File: src/rtl/mem_rd_sched.sv
`default_nettype none
// ============================================================================
// Module : mem_rd_sched
// Desc   : Round-robin scheduler for the shared SRAM read port (burst-locked,
//          tagged return steering) and the free-list free port. Optional
//          per-port grant counters when MEM_RD_SCHED_STATS_EN is defined.
// Rev    : 1.0  initial release
// ============================================================================
module mem_rd_sched #(
  parameter int NUM_PORTS  = 4,
  parameter int ADDR_W     = 10,
  parameter int BLOCK_BITS = 64,
  parameter int RD_LAT     = 1,
  parameter int MAX_BURST  = 4
) (
  input  logic                  clk,
  input  logic                  rst_n,
  input  logic [NUM_PORTS-1:0]  re_i,
  input  logic [ADDR_W-1:0]     raddr_i [NUM_PORTS],
  output logic [NUM_PORTS-1:0]  gnt_o,
  output logic                  mem_re_o,
  output logic [ADDR_W-1:0]     mem_raddr_o,
  input  logic                  mem_rvalid_i,
  input  logic [BLOCK_BITS-1:0] mem_rdata_i,
  output logic [NUM_PORTS-1:0]  rvalid_o,
  output logic [BLOCK_BITS-1:0] rdata_o [NUM_PORTS],
  input  logic [NUM_PORTS-1:0]  free_req_i,
  input  logic [ADDR_W-1:0]     free_block_idx_i [NUM_PORTS],
  output logic [NUM_PORTS-1:0]  free_gnt_o,
  output logic                  free_req_o,
  output logic [ADDR_W-1:0]     free_block_idx_o,
  output logic                  err_o,
  output logic [15:0]           stat_gnt_cnt_o [NUM_PORTS]
);

  localparam int c_ptr_w = (NUM_PORTS > 1) ? $clog2(NUM_PORTS) : 1;
  localparam int c_cnt_w = $clog2(MAX_BURST + 1);
  localparam logic [c_ptr_w-1:0] c_ptr_one   = c_ptr_w'(1);
  localparam logic [c_cnt_w-1:0] c_cnt_one   = c_cnt_w'(1);
  localparam logic [c_cnt_w-1:0] c_max_burst = c_cnt_w'(MAX_BURST);
  localparam logic [0:0] c_s_idle  = 1'b0;
  localparam logic [0:0] c_s_burst = 1'b1;

  function automatic logic [c_ptr_w-1:0] f_inc(input logic [c_ptr_w-1:0] p);
    return (int'(p) == NUM_PORTS - 1) ? '0 : p + c_ptr_one;
  endfunction

  // Returns {found, index} of the first request at or after start, wrapping.
  function automatic logic [c_ptr_w:0] f_pick(input logic [NUM_PORTS-1:0] req,
                                              input logic [c_ptr_w-1:0]   start);
    logic               found;
    logic [c_ptr_w-1:0] idx;
    logic [c_ptr_w-1:0] cur;
    found = 1'b0;
    idx   = '0;
    cur   = start;
    for (int i = 0; i < NUM_PORTS; i++) begin
      if (!found && req[cur]) begin
        found = 1'b1;
        idx   = cur;
      end
      cur = f_inc(cur);
    end
    return {found, idx};
  endfunction

  // ---------------------------------------------------------------- read FSM
  logic [0:0]         r_state, w_state_nxt;
  logic [c_ptr_w-1:0] r_rr_ptr, w_rr_ptr_nxt;
  logic [c_ptr_w-1:0] r_owner, w_owner_nxt;
  logic [c_cnt_w-1:0] r_burst_cnt, w_cnt_nxt;
  logic               w_hold, w_found, w_gnt_vld;
  logic [c_ptr_w-1:0] w_start, w_win, w_gnt_port;

  always_ff @(posedge clk or negedge rst_n) begin
    if (!rst_n) begin
      r_state     <= c_s_idle;
      r_rr_ptr    <= '0;
      r_owner     <= '0;
      r_burst_cnt <= '0;
    end else begin
      r_state     <= w_state_nxt;
      r_rr_ptr    <= w_rr_ptr_nxt;
      r_owner     <= w_owner_nxt;
      r_burst_cnt <= w_cnt_nxt;
    end
  end

  // A releasing burst arbitrates from owner+1 in the same cycle (no bubble).
  always_comb begin
    w_hold     = (r_state == c_s_burst) && re_i[r_owner] && (r_burst_cnt < c_max_burst);
    w_start    = (r_state == c_s_burst) ? f_inc(r_owner) : r_rr_ptr;
    {w_found, w_win} = f_pick(re_i, w_start);
    w_gnt_vld  = w_hold || w_found;
    w_gnt_port = w_hold ? r_owner : w_win;
  end

  always_comb begin
    w_state_nxt  = c_s_idle;
    w_rr_ptr_nxt = w_start;
    w_owner_nxt  = r_owner;
    w_cnt_nxt    = '0;
    if (w_hold) begin
      w_state_nxt  = c_s_burst;
      w_rr_ptr_nxt = r_rr_ptr;
      w_cnt_nxt    = r_burst_cnt + c_cnt_one;
    end else if (w_found) begin
      if (MAX_BURST > 1) begin
        w_state_nxt = c_s_burst;
        w_owner_nxt = w_win;
        w_cnt_nxt   = c_cnt_one;
      end else begin
        w_rr_ptr_nxt = f_inc(w_win);
      end
    end
  end

  // Combinational grants are masked by rst_n so every output is 0 in reset.
  always_comb begin
    gnt_o       = '0;
    mem_re_o    = 1'b0;
    mem_raddr_o = '0;
    if (rst_n && w_gnt_vld) begin
      gnt_o[w_gnt_port] = 1'b1;
      mem_re_o          = 1'b1;
      mem_raddr_o       = raddr_i[w_gnt_port];
    end
  end

  // ---------------------------------------------------------------- tag pipe
  logic [RD_LAT-1:0]  r_tag_vld;
  logic [c_ptr_w-1:0] r_tag_port [RD_LAT];
  logic               r_err;
  logic               w_head_vld;
  logic [c_ptr_w-1:0] w_head_port;

  always_ff @(posedge clk or negedge rst_n) begin
    if (!rst_n) begin
      r_tag_vld <= '0;
      for (int i = 0; i < RD_LAT; i++) r_tag_port[i] <= '0;
    end else begin
      r_tag_vld[0]  <= mem_re_o;
      r_tag_port[0] <= w_gnt_port;
      for (int i = 1; i < RD_LAT; i++) begin
        r_tag_vld[i]  <= r_tag_vld[i-1];
        r_tag_port[i] <= r_tag_port[i-1];
      end
    end
  end

  assign w_head_vld  = r_tag_vld[RD_LAT-1];
  assign w_head_port = r_tag_port[RD_LAT-1];

  always_comb begin
    rvalid_o = '0;
    if (w_head_vld && mem_rvalid_i) rvalid_o[w_head_port] = 1'b1;
  end

  always_ff @(posedge clk or negedge rst_n) begin
    if (!rst_n)                        r_err <= 1'b0;
    else if (w_head_vld != mem_rvalid_i) r_err <= 1'b1;
  end
  assign err_o = r_err;

  generate
    for (genvar p = 0; p < NUM_PORTS; p++) begin : g_rdata
      assign rdata_o[p] = rst_n ? mem_rdata_i : '0;
    end
  endgenerate

  // ---------------------------------------------------------------- free path
  logic [c_ptr_w-1:0] r_fr_ptr;
  logic               r_free_req;
  logic [ADDR_W-1:0]  r_free_idx;
  logic               w_fr_found;
  logic [c_ptr_w-1:0] w_fr_win;

  always_comb begin
    {w_fr_found, w_fr_win} = f_pick(free_req_i, r_fr_ptr);
    free_gnt_o = '0;
    if (rst_n && w_fr_found) free_gnt_o[w_fr_win] = 1'b1;
  end

  always_ff @(posedge clk or negedge rst_n) begin
    if (!rst_n) begin
      r_fr_ptr   <= '0;
      r_free_req <= 1'b0;
      r_free_idx <= '0;
    end else begin
      r_free_req <= w_fr_found;
      r_free_idx <= w_fr_found ? free_block_idx_i[w_fr_win] : '0;
      if (w_fr_found) r_fr_ptr <= f_inc(w_fr_win);
    end
  end

  assign free_req_o       = r_free_req;
  assign free_block_idx_o = r_free_idx;

  // ---------------------------------------------------------------- stats
`ifdef MEM_RD_SCHED_STATS_EN
  generate
    for (genvar p = 0; p < NUM_PORTS; p++) begin : g_stat
      logic [15:0] r_cnt;
      always_ff @(posedge clk or negedge rst_n) begin
        if (!rst_n)                         r_cnt <= '0;
        else if (gnt_o[p] && r_cnt != 16'hFFFF) r_cnt <= r_cnt + 16'd1;
      end
      assign stat_gnt_cnt_o[p] = r_cnt;
    end
  endgenerate
`else
  generate
    for (genvar p = 0; p < NUM_PORTS; p++) begin : g_stat_off
      assign stat_gnt_cnt_o[p] = '0;
    end
  endgenerate
`endif

endmodule
`default_nettype wire

File: config.mk
export PLATFORM = sky130hd
export DESIGN_NAME = mem_rd_sched
export DESIGN_NICKNAME = d
export VERILOG_FILES = /design/src/rtl/mem_rd_sched.sv
export SDC_FILE = /design/constraint.sdc
export NUM_CORES = 1
export LEC_CHECK = 0
export ABC_AREA = 1
export ABC_CLOCK_PERIOD_IN_PS = 6050
export CORE_AREA = 2 2 200 202
export CTS_CLUSTER_SIZE = 28
export DETAILED_ROUTE_END_ITERATION = 16
export DIE_AREA = 0 0 202 204
export PLACE_DENSITY = 0.53
export SLEW_MARGIN = 40
export SYNTH_ARGS = -nofsm -noshare
export SYNTH_HDL_FRONTEND = slang
export SYNTH_SLANG_ARGS = --single-unit
File: constraint.sdc
create_clock -name clk -period 6.05 [get_ports clk]
set_clock_uncertainty 0.1 [all_clocks]
set_input_delay 0.9075 -clock clk [delete_from_list [all_inputs] [get_ports clk]]
set_output_delay 0.9075 -clock clk [all_outputs]
set_load 0.05 [all_outputs]
==> results.txt <==
----------------------------------------------------
[Global routing]
  Antenna violations before repair ... 2
  Number of global-route vias before repair ... 4647
  Global-route usage over all layers ... 8.12%
  GR Overflow Total ... 0
  First-pass GRT wire length ... 26400 um
  Largest net degree at the start of global routing ... 48

[Placed design]
  Area after DPL ... 0.00814 mm2
  Number of port buffers ... 445
  Half-perimeter wire length after placement ... 16100 um
  Gpl congestion ... 0.867

[Power]
  Cell internal pwr ... 1.44 mW
  Register share of total power ... 7.8%
  IR Drop Worst-Case VDD ... 339 uV
  Logic gate share of total power ... 88.1%
  Switching power total ... 2.58 mW
  Power per cell area ... 488 mW/mm2
  Sw Share ... 64.2%
  Clock network power share ... 4.2%
  Total leakage power ... 3.69 nW

[Routing]
  WL final ... 19000 um
  Residual antenna-violating net count after detailed routing ... 0
  Vias after detailed routing ... 4925
  First-pass iteration count of the detailed router ... 4
  Violation count after the first detailed-route iteration ... 194
  DRC viols ... 0
  Average routed wire per standard cell ... 12.5 um
  Routed via count divided by cell count ... 3.23

[Finish]
  Ratio of cells with drive above 1 in the final layout ... 5.41%
  Commonest cells after routing, fill and taps aside ... sky130_fd_sc_hd__clkdlybuf4s50_1, sky130_fd_sc_hd__nand2_1, sky130_fd_sc_hd__inv_1
  Leading cell type in the layout, fill and taps excluded ... sky130_fd_sc_hd__clkdlybuf4s50_1
  Synthesis-to-layout area growth ... 70.8%
  Flip-flop and latch area ... 626 um2
  Number of nets in the final layout ... 1162
  Number of filler cells placed in the layout ... 4306
  Total area of multi-input combinational cells ... 0.00201 mm2
  Post-Layout Inst Area ... 0.00823 mm2

[Worst setup path]
  Critical Path End Type ... output pin
  Required arrival time at the worst endpoint ... 5.04 ns
  Startpoint kind of the worst setup timing path ... primary input
  Logic depth of the worst register-to-register path ... 17
  CP Depth ... 13
  Maximum fanout count along the critical path ... 24
  Kind of critical path ... primary input to output pin
  Reg2reg setup slack ... 2.87 ns
  WP buf/inv ... 5
  Critical path cell sequence ... clkdlybuf4s50_1 > inv_1 > o21ai_0 > nand3_1 > inv_1 > nand2_1 > buf_4 > nand2_4 > nand2_1 > nand2_1 > nand2_1 > a21oi_2 > clkdlybuf4s50_1
  Critical Path AT ... 4.02 ns
  Delay contributed by the slowest stage of the critical path ... 0.84 ns
  Cell repeated most along the worst path ... sky130_fd_sc_hd__nand2_1
  Cell family contributing the most delay on the critical path ... buffers and inverters
  Cell with the largest stage delay on the worst path ... sky130_fd_sc_hd__clkdlybuf4s50_1

[Synthesis]
  Number of synthesis warnings ... 0
  Synth top area cells ... sky130_fd_sc_hd__buf_4, sky130_fd_sc_hd__nand2_1, sky130_fd_sc_hd__dfrtp_1
  Mapped Avg Cell Area ... 6.34 um2
  Number of synthesized register bits ... 25
  Largest area contributor in the synthesized netlist ... sky130_fd_sc_hd__buf_4
  Cell count after synthesis ... 760
  Fraction of the yosys area taken by sequential cells ... 13.0%
  Combined area of all synthesized cells ... 0.00482 mm2
  Synth top area share ... 40.5%
  Distinct cell type count after synthesis ... 33

[Timing]
  Tmin final ... 5.02 ns
  Max transition margin ... 49.8%
  Setup-violating endpoint count in the final report ... 0
  Final critical-path share of the clock period ... 83.0%
  Highest Clock Rate ... 199 MHz
  Unrepaired setup endpoints after global routing ... no
  Worst Tran Pin Value ... 0.752 ns
  Number of endpoints with negative hold slack in the final report ... 0
  Fin. max-slew vios ... 0
  Setup tns final ... 0 ns

[Clock network]
  CTS tree ... built
  Buffer count from post-CTS setup fixing ... 0
  Number of buffers created by CTS ... 3
  Resize count post-CTS ... 0
  Post-CTS clock slew at the launch and capture registers of the worst setup and hold paths ... 0.08 ns
  Clock H-tree levels ... 1
  Hold Buf Count CTS ... 0
  Number of sinks driven by the clock tree ... 25
  Root cell of the clock tree ... sky130_fd_sc_hd__clkbuf_16
  Clock network latency to the later pin of the worst-skew pair ... 0.28 ns
  Maximum number of buffers from clock root to sink ... 2

[Die]
  Die width ... 202 um
  Placeable core region ... 0.0392 mm2
  Starting Density ... 12.3%
  Cell Rows ... 73
  Die area ... 0.0412 mm2
  Die span in y ... 204 um
  Count of boundary I/O pins ... 510

[Status]
  Result of the run ... completed

[Run]
  Number of maximum-capacitance constraint violations ... 0

[Hold path]
  Type of the tightest min-delay check ... primary input to async pin

----------------------------------------------------
==> worst paths after layout <==
kind / end / start
worst max register to register: free_block_idx_o[5]$_DFF_PN0_ / r_fr_ptr[0]$_DFFE_PN0P_
worst min-delay path: r_tag_vld$_DFF_PN0_ / rst_n
worst min register to register: r_burst_cnt[0]$_DFF_PN0_ / r_burst_cnt[0]$_DFF_PN0_
max in group asynchronous: free_block_idx_o[3]$_DFF_PN0_ / rst_n
worst max-delay path: mem_raddr_o[6] / re_i[0]
min in group clk: r_burst_cnt[0]$_DFF_PN0_ / r_burst_cnt[0]$_DFF_PN0_
==> final cells by class <==
class / count / area share, %
timing repair buffer: 450 / 54.5
antenna: 2 / 0.0608
clock inverter: 1 / 0.0912
tap: 525 / 7.98
clock buffer: 3 / 0.912
sequential: 25 / 7.60
multi-input combinational: 424 / 24.5
inverter: 96 / 4.38
==> flip-flops by register name, summed over array words and instances, names as in the netlist <==
signal / cells
free_block_idx_o: 10
r_burst_cnt: 3
r_fr_ptr: 2
r_owner: 2
r_rr_ptr: 2
r_tag_port: 2
err_o: 1
free_req_o: 1
r_state: 1
r_tag_vld: 1
==> metrics by stage <==
stage | util [%] | instances | hold slack (ns) | setup WS, ns | power (mW)
finish | 21.0 | 1526 | 0.359 | 1.03 | 4.01
global route | 21.0 | 1525 | 0.348 | 0.696 | 4.37
detailed placement | 20.8 | 1520 | 0.377 | 0.992 | 3.89
CTS | 21.0 | 1524 | 0.347 | 0.987 | 4.08
global placement | 20.8 | 1520 | 0.364 | 0.998 | 3.87
floorplan | - | 823 | 0.327 | 1.95 | 3.07
==> power by group through the flow <==
stage                     clock network (mW)  registers [mW]  logic, mW
after floorplan                            0           0.428       2.64
after global routing                   0.185           0.322       3.86
after global placement                     0           0.316       3.55
after detailed placement                   0           0.315       3.58
final                                  0.167           0.312       3.54
after CTS                              0.182           0.312       3.59
==> cells in the mapped netlist, drive strengths merged <==
cell type	n
a21boi	1
a21oi	24
buf	272
clkbuf	6
clkinv	1
conb	1
dfrtp	25
ha	7
inv	95
nand2	185
nand3	34
nand4	2
nor2	44
nor3	8
o211ai	11
o21ai	32
o22ai	1
or2	11
==> cell families (layout without fill, tap and decap cells) <==
kind of cell,Yosys count,count (layout),share of synthesized area (%)
buffers and inverters,374,550,50.1
AND/OR/NAND/NOR,284,284,25.9
adder cells (fa/ha/maj),7,7,1.82
other,1,66,0.0778
AO/OA/AOI/OAI,69,69,9.06
flip-flops,25,25,13.0
==> metal layers <==
metal  vias to the layer above  track usage, %  routed length, um
met5                         -               0                  0
met1                      2182            9.83               7710
li1                       2464               -                  -
met4                         0            1.76                289
met2                       265            14.7               9650
met3                        14            1.66               1390
No activity file was read; power rests on OpenSTA's default activity.
==> RTL change 1 (same settings) <==
The parameter `MAX_BURST` goes from 4 to 16.
--- a/src/rtl/mem_rd_sched.sv
+++ b/src/rtl/mem_rd_sched.sv
@@ -13,3 +13,3 @@
   parameter int RD_LAT     = 1,
-  parameter int MAX_BURST  = 4
+  parameter int MAX_BURST  = 16
 ) (
Check against the original RTL: not equivalent (Yosys sat finds a counterexample within 10 cycles, from zero or initial values and one cycle with rst_n low).
==> RTL change 1 against the original RTL <==
Routed wire length increased by 2.7%. Sequential cell count increased by 2. First-iteration DRC count increased by 7.7%. Sequential share of layout area increased by 0.49 points. Setup slack got worse by 85 ps. Via count increased by 4.5%. Synthesized cell count increased by 4.7%. Non-clock buffer count unchanged. Register-to-register slack improved by 60 ps. Cell area increased by 1.4%. Total power decreased by 0.10%. Synthesized area increased by 2.6%. Critical endpoint is now free_gnt_o[3]. Largest cell class unchanged.
==> RTL change 1: results (changes against the original RTL) <==
| Metric | Value |
|---|---|
| Outcome | finished, final reports clean (unchanged) |
| Initial DRC count | 209 (was 194) |
| Mux cell area share after synthesis | 0% (unchanged) |
| Register area share after synthesis | 13.67% (was 12.98%) |
| R2R depth | 14 (was 17) |
| Vias in the first global route | 4644 (was 4647) |
| Cells after Synth | 796 (was 760) |
| Commonest cells in the synthesized netlist | buf_4, nand2_1, inv_1, nand3_1, dfrtp_1 (was buf_4, nand2_1, inv_1, nor2_1, nand3_1) |
| Ant diodes | 0 (was 2) |
| Register share of total power | 8.4% (was 7.8%) |
| All-Layer GR Usage | 8.377% (was 8.115%) |
| P_int | 0.001426 W (was 0.001438 W) |
| Fin nets | 1196 (was 1162) |
| Routability cong. | 0.8650 (was 0.8671) |
| CP peak stage delay | 810 ps (was 840 ps) |
| WL final | 19.56 mm (was 19.04 mm) |
| Xor-xnor portion of the synthesized cell area | 0.1772% (was 0%) |
| Worst relative slew slack | 55.07% (was 49.77%) |
| Initial antenna violation count | 0 (was 2) |
| Static Leak | 3.864 nW (was 3.692 nW) |
| Largest net degree at the start of global routing | 49 (was 48) |
| First-pass GRT wire length | 27.36 mm (was 26.37 mm) |
| FILL cells | 4333 (was 4306) |
| Adder-Cell Fraction of Synth Area | 2.025% (was 1.818%) |
| DR vias | 5146 (was 4925) |
| Largest cells by area after synthesis | buf_4, nand2_1, dfrtp_1 (unchanged) |
| Ratio of cells with drive above 1 in the final layout | 4.457% (was 5.405%) |
| Placed Area | 8264 um2 (was 8140 um2) |
| Placed Cells incl. Taps | 1553 (was 1520) |
| Maximum VDD drop | 0.0002417 V (was 0.0003388 V) |
| Dpl hpwl | 16.85 mm (was 16.12 mm) |
| Hold Crit Class | flip-flop to flip-flop (was input port to asynchronous set/reset pin) |
| Avg WL per Cell | 12.56 um (was 12.47 um) |
==> RTL change 1: cell families after synthesis <==
kind of cell / Yosys count
xor+xnor: 1
simple gates: 317
compound gates: 54
flops: 27
other cells: 1
buf+inv: 388
fa+ha+maj: 8
==> RTL change 1: worst reg2reg max path, cell delays in order, from the launching register on <==
cell and delay (ps):
dfrtp_1 490, ha_1 370, inv_2 140, nor2_1 50
o21ai_0 120, o21ai_0 90, nand2_1 130, nor2_2 60
nand2_1 100, nand3_1 90, nand2_2 470, inv_2 270
ha_1 360, nand2_1 70, o21ai_0 80
==> RTL change 1: per-stage QoR <==
| step | power [W] | utilization, % |
|---|---|---|
| 6_report | 0.004011 | 21.30 |
| 5_1_grt | 0.004351 | 21.30 |
| 4_1_cts | 0.004067 | 21.30 |
| 3_5_place_dp | 0.003869 | 21.09 |
| 3_3_place_gp | 0.003851 | 21.09 |
| 2_1_floorplan | 0.003067 | - |
==> RTL change 1: final timing paths <==
| check | start | endpoint | slack (ps) |
|---|---|---|---|
| worst max-delay path | free_req_i[3] | free_gnt_o[3] | 940 |
| worst min-delay path | err_o | err_o | 390 |
| worst max register to register | r_fr_ptr[0] | r_fr_ptr[1] | 2930 |
| worst min register to register | err_o | err_o | 390 |
| max in group asynchronous | rst_n | free_block_idx_o[0] | 4800 |
| min in group asynchronous | rst_n | r_state | 470 |
==> RTL change 1: cell type report <==
class	count	share of cell area [%]
Sequential cell	27	8.095
Clock inverter	1	0.08994
Multi-Input combinational cell	444	24.45
Tap cell	525	7.870
Inverter	107	4.812
Timing Repair Buffer	450	53.79
Clock buffer	3	0.8994
==> RTL change 1: per-layer routing <==
layer	track usage (%)	up-vias	share of wire [%]
met1	10.79	2293	42
li1	-	2556	-
met2	14.40	279	48
met3	1.515	18	7.8
met4	2.101	0	1.6
met5	0	-	0
==> RTL change 2 (same settings) <==
Made on the original files. Register the output `err_o` once more, with the module's reset; this adds one clock of latency there. The other outputs are not delayed to match.
--- a/src/rtl/mem_rd_sched.sv
+++ b/src/rtl/mem_rd_sched.sv
@@ -162,3 +162,9 @@
   end
-  assign err_o = r_err;
+  always_ff @(posedge clk or negedge rst_n) begin
+    if (!rst_n) begin
+      err_o <= '0;
+    end else begin
+      err_o <= r_err;
+    end
+  end
 
Function: changed (a bounded check fails within 4 cycles, from zero or initial values and one cycle with rst_n low).
==> RTL change 2 against the original RTL <==
Via count rose by 3.5%. Global-route usage up 1.6 points. Sequential power grew 3%. Total power grew 3.0%. Routed wire length grew 15%. Hold slack worse by 74 ps. Critical path depth unchanged. Synthesized area decreased by 0.39%. Setup slack got worse by 230 ps. Sequential share of layout area is 0.29 points higher. Die area is the same. Cell area rose by 0.20%. Combinational power up 2%. Sequential cell count increased by 1.
==> RTL change 2: results (changes against the original RTL) <==
| Metric | Value |
|---|---|
| Worst EP arrival | 4250 ps (was 4020 ps) |
| Worst Setup EP | free_gnt_o[2] (was mem_raddr_o[6]) |
| Fin nets | 1170 (was 1162) |
| Commonest cells in the synthesized netlist | buf_4, nand2_1, inv_1, nand3_1, dfrtp_1 (was buf_4, nand2_1, inv_1, nor2_1, nand3_1) |
| Seq/total area | 7.892% (was 7.603%) |
| Grt met2 use | 17.45% (was 14.72%) |
| Signal buf overhead | 54.48% (was 54.50%) |
| Dpl hpwl | 18.66 mm (was 16.12 mm) |
| Multi-input gates | 431 (was 424) |
| Grt met1 use | 11.78% (was 9.833%) |
| First drt pass iteration count | 4 (unchanged) |
| Fin crit share | 86.91% (was 83.03%) |
| Hold Crit Class | flip-flop to flip-flop (was input port to asynchronous set/reset pin) |
| Worst R2R End | r_fr_ptr[1] (was free_block_idx_o[5]) |
| Bufs w/o clock | 451 (was 450) |
| Routability cong. | 0.8389 (was 0.8671) |
| CP peak stage delay | 820 ps (was 840 ps) |
| DR vias/cell | 3.328 (was 3.227) |
| Reg2Reg Setup Slack | 2860 ps (was 2870 ps) |
| CLK BUF | 3 (unchanged) |
| FILL cells | 4395 (was 4306) |
| Met3 routed WL | 1.600 mm (was 1.387 mm) |
| WL met2 | 10.93 mm (was 9.648 mm) |
| Register area share after synthesis | 13.56% (was 12.98%) |
| CP Max Fanout | 13 (was 24) |
| Clock-cell share | 1.275% (was 1.004%) |
| Vias in the first global route | 4688 (was 4647) |
| Initial DRC count | 206 (was 194) |
| Static Leak | 3.778 nW (was 3.692 nW) |
| Seq cells | 26 (was 25) |
| First-pass GRT wire length | 29.90 mm (was 26.37 mm) |
| R2R depth | 13 (was 17) |
| Outcome | finished, final reports clean (unchanged) |
| Final Hold Vio Count | 0 (unchanged) |
| M1 WL | 8.786 mm (was 7.710 mm) |
| Combinational power | 0.00361 W (was 0.00354 W) |
| Pre-CTS setup slack | 835.5 ps (was 992.5 ps) |
| Maximum VDD drop | 0.0005259 V (was 0.0003388 V) |
| PostCTS Resize Cnt | 0 (unchanged) |
| Ratio of cells with drive above 1 in the final layout | 4.866% (was 5.405%) |
| All-Layer GR Usage | 9.707% (was 8.115%) |
| Non-clk invs | 95 (was 96) |
| Sw Ratio | 63.52% (was 64.18%) |
| Ant diodes | 0 (was 2) |
| WL final | 21.85 mm (was 19.04 mm) |
| Worst slew pin tran | 743.5 ps (was 751.6 ps) |
| CP startpoint | free_req_i[1] (was re_i[0]) |
| Largest cells by area after synthesis | buf_4, nand2_1, dfrtp_1 (unchanged) |
| Pwr dens | 501.7 nW/um2 (was 488.0 nW/um2) |
| Worst hold endpoint | err_o |
| Clock latency on the worst-skew pair | about 270 ps |
| Largest net degree at the start of global routing | 46 (was 48) |
| Initial antenna violation count | 0 (was 2) |
| Largest delay contributor family on the critical path | buffers and inverters (unchanged) |
| Fraction of area in multi-input gates | 24.06% (was 24.47%) |
| Seq power | 0.000321 W (was 0.000312 W) |
| Max reg flops | 10 (unchanged) |
| Ys Warns | 0 (unchanged) |
| Synth unique cells | 32 (was 33) |
==> RTL change 2: cell types whose count changed after synthesis, moves of 8 or more <==
| cell | change |
|---|---|
| nor2_1 | -23 |
| o21ai_0 | -8 |
| nand2_1 | +43 |
| or2_2 | +8 |
| or2_1 | -8 |
==> RTL change 2: cells by family after synthesis <==
logic type      after synthesis  share of synthesized area (%)
compound gates               60                          7.821
xor+xnor                      2                         0.3650
fa+ha+maj                     7                          1.825
buf+inv                     374                          50.05
flops                        26                          13.56
other cells                   1                        0.07813
simple gates                298                          26.30
==> RTL change 2: stage by stage <==
stage	area, um2	util, %	std cells	hold slack (ps)
floorplan	5036	-	831	246.8
global route	8244	21.04	1532	304.6
finish	8244	21.04	1532	284.6
global placement	8144	20.78	1528	260.3
CTS	8244	21.04	1532	290.3
detailed placement	8139	20.77	1528	270.4
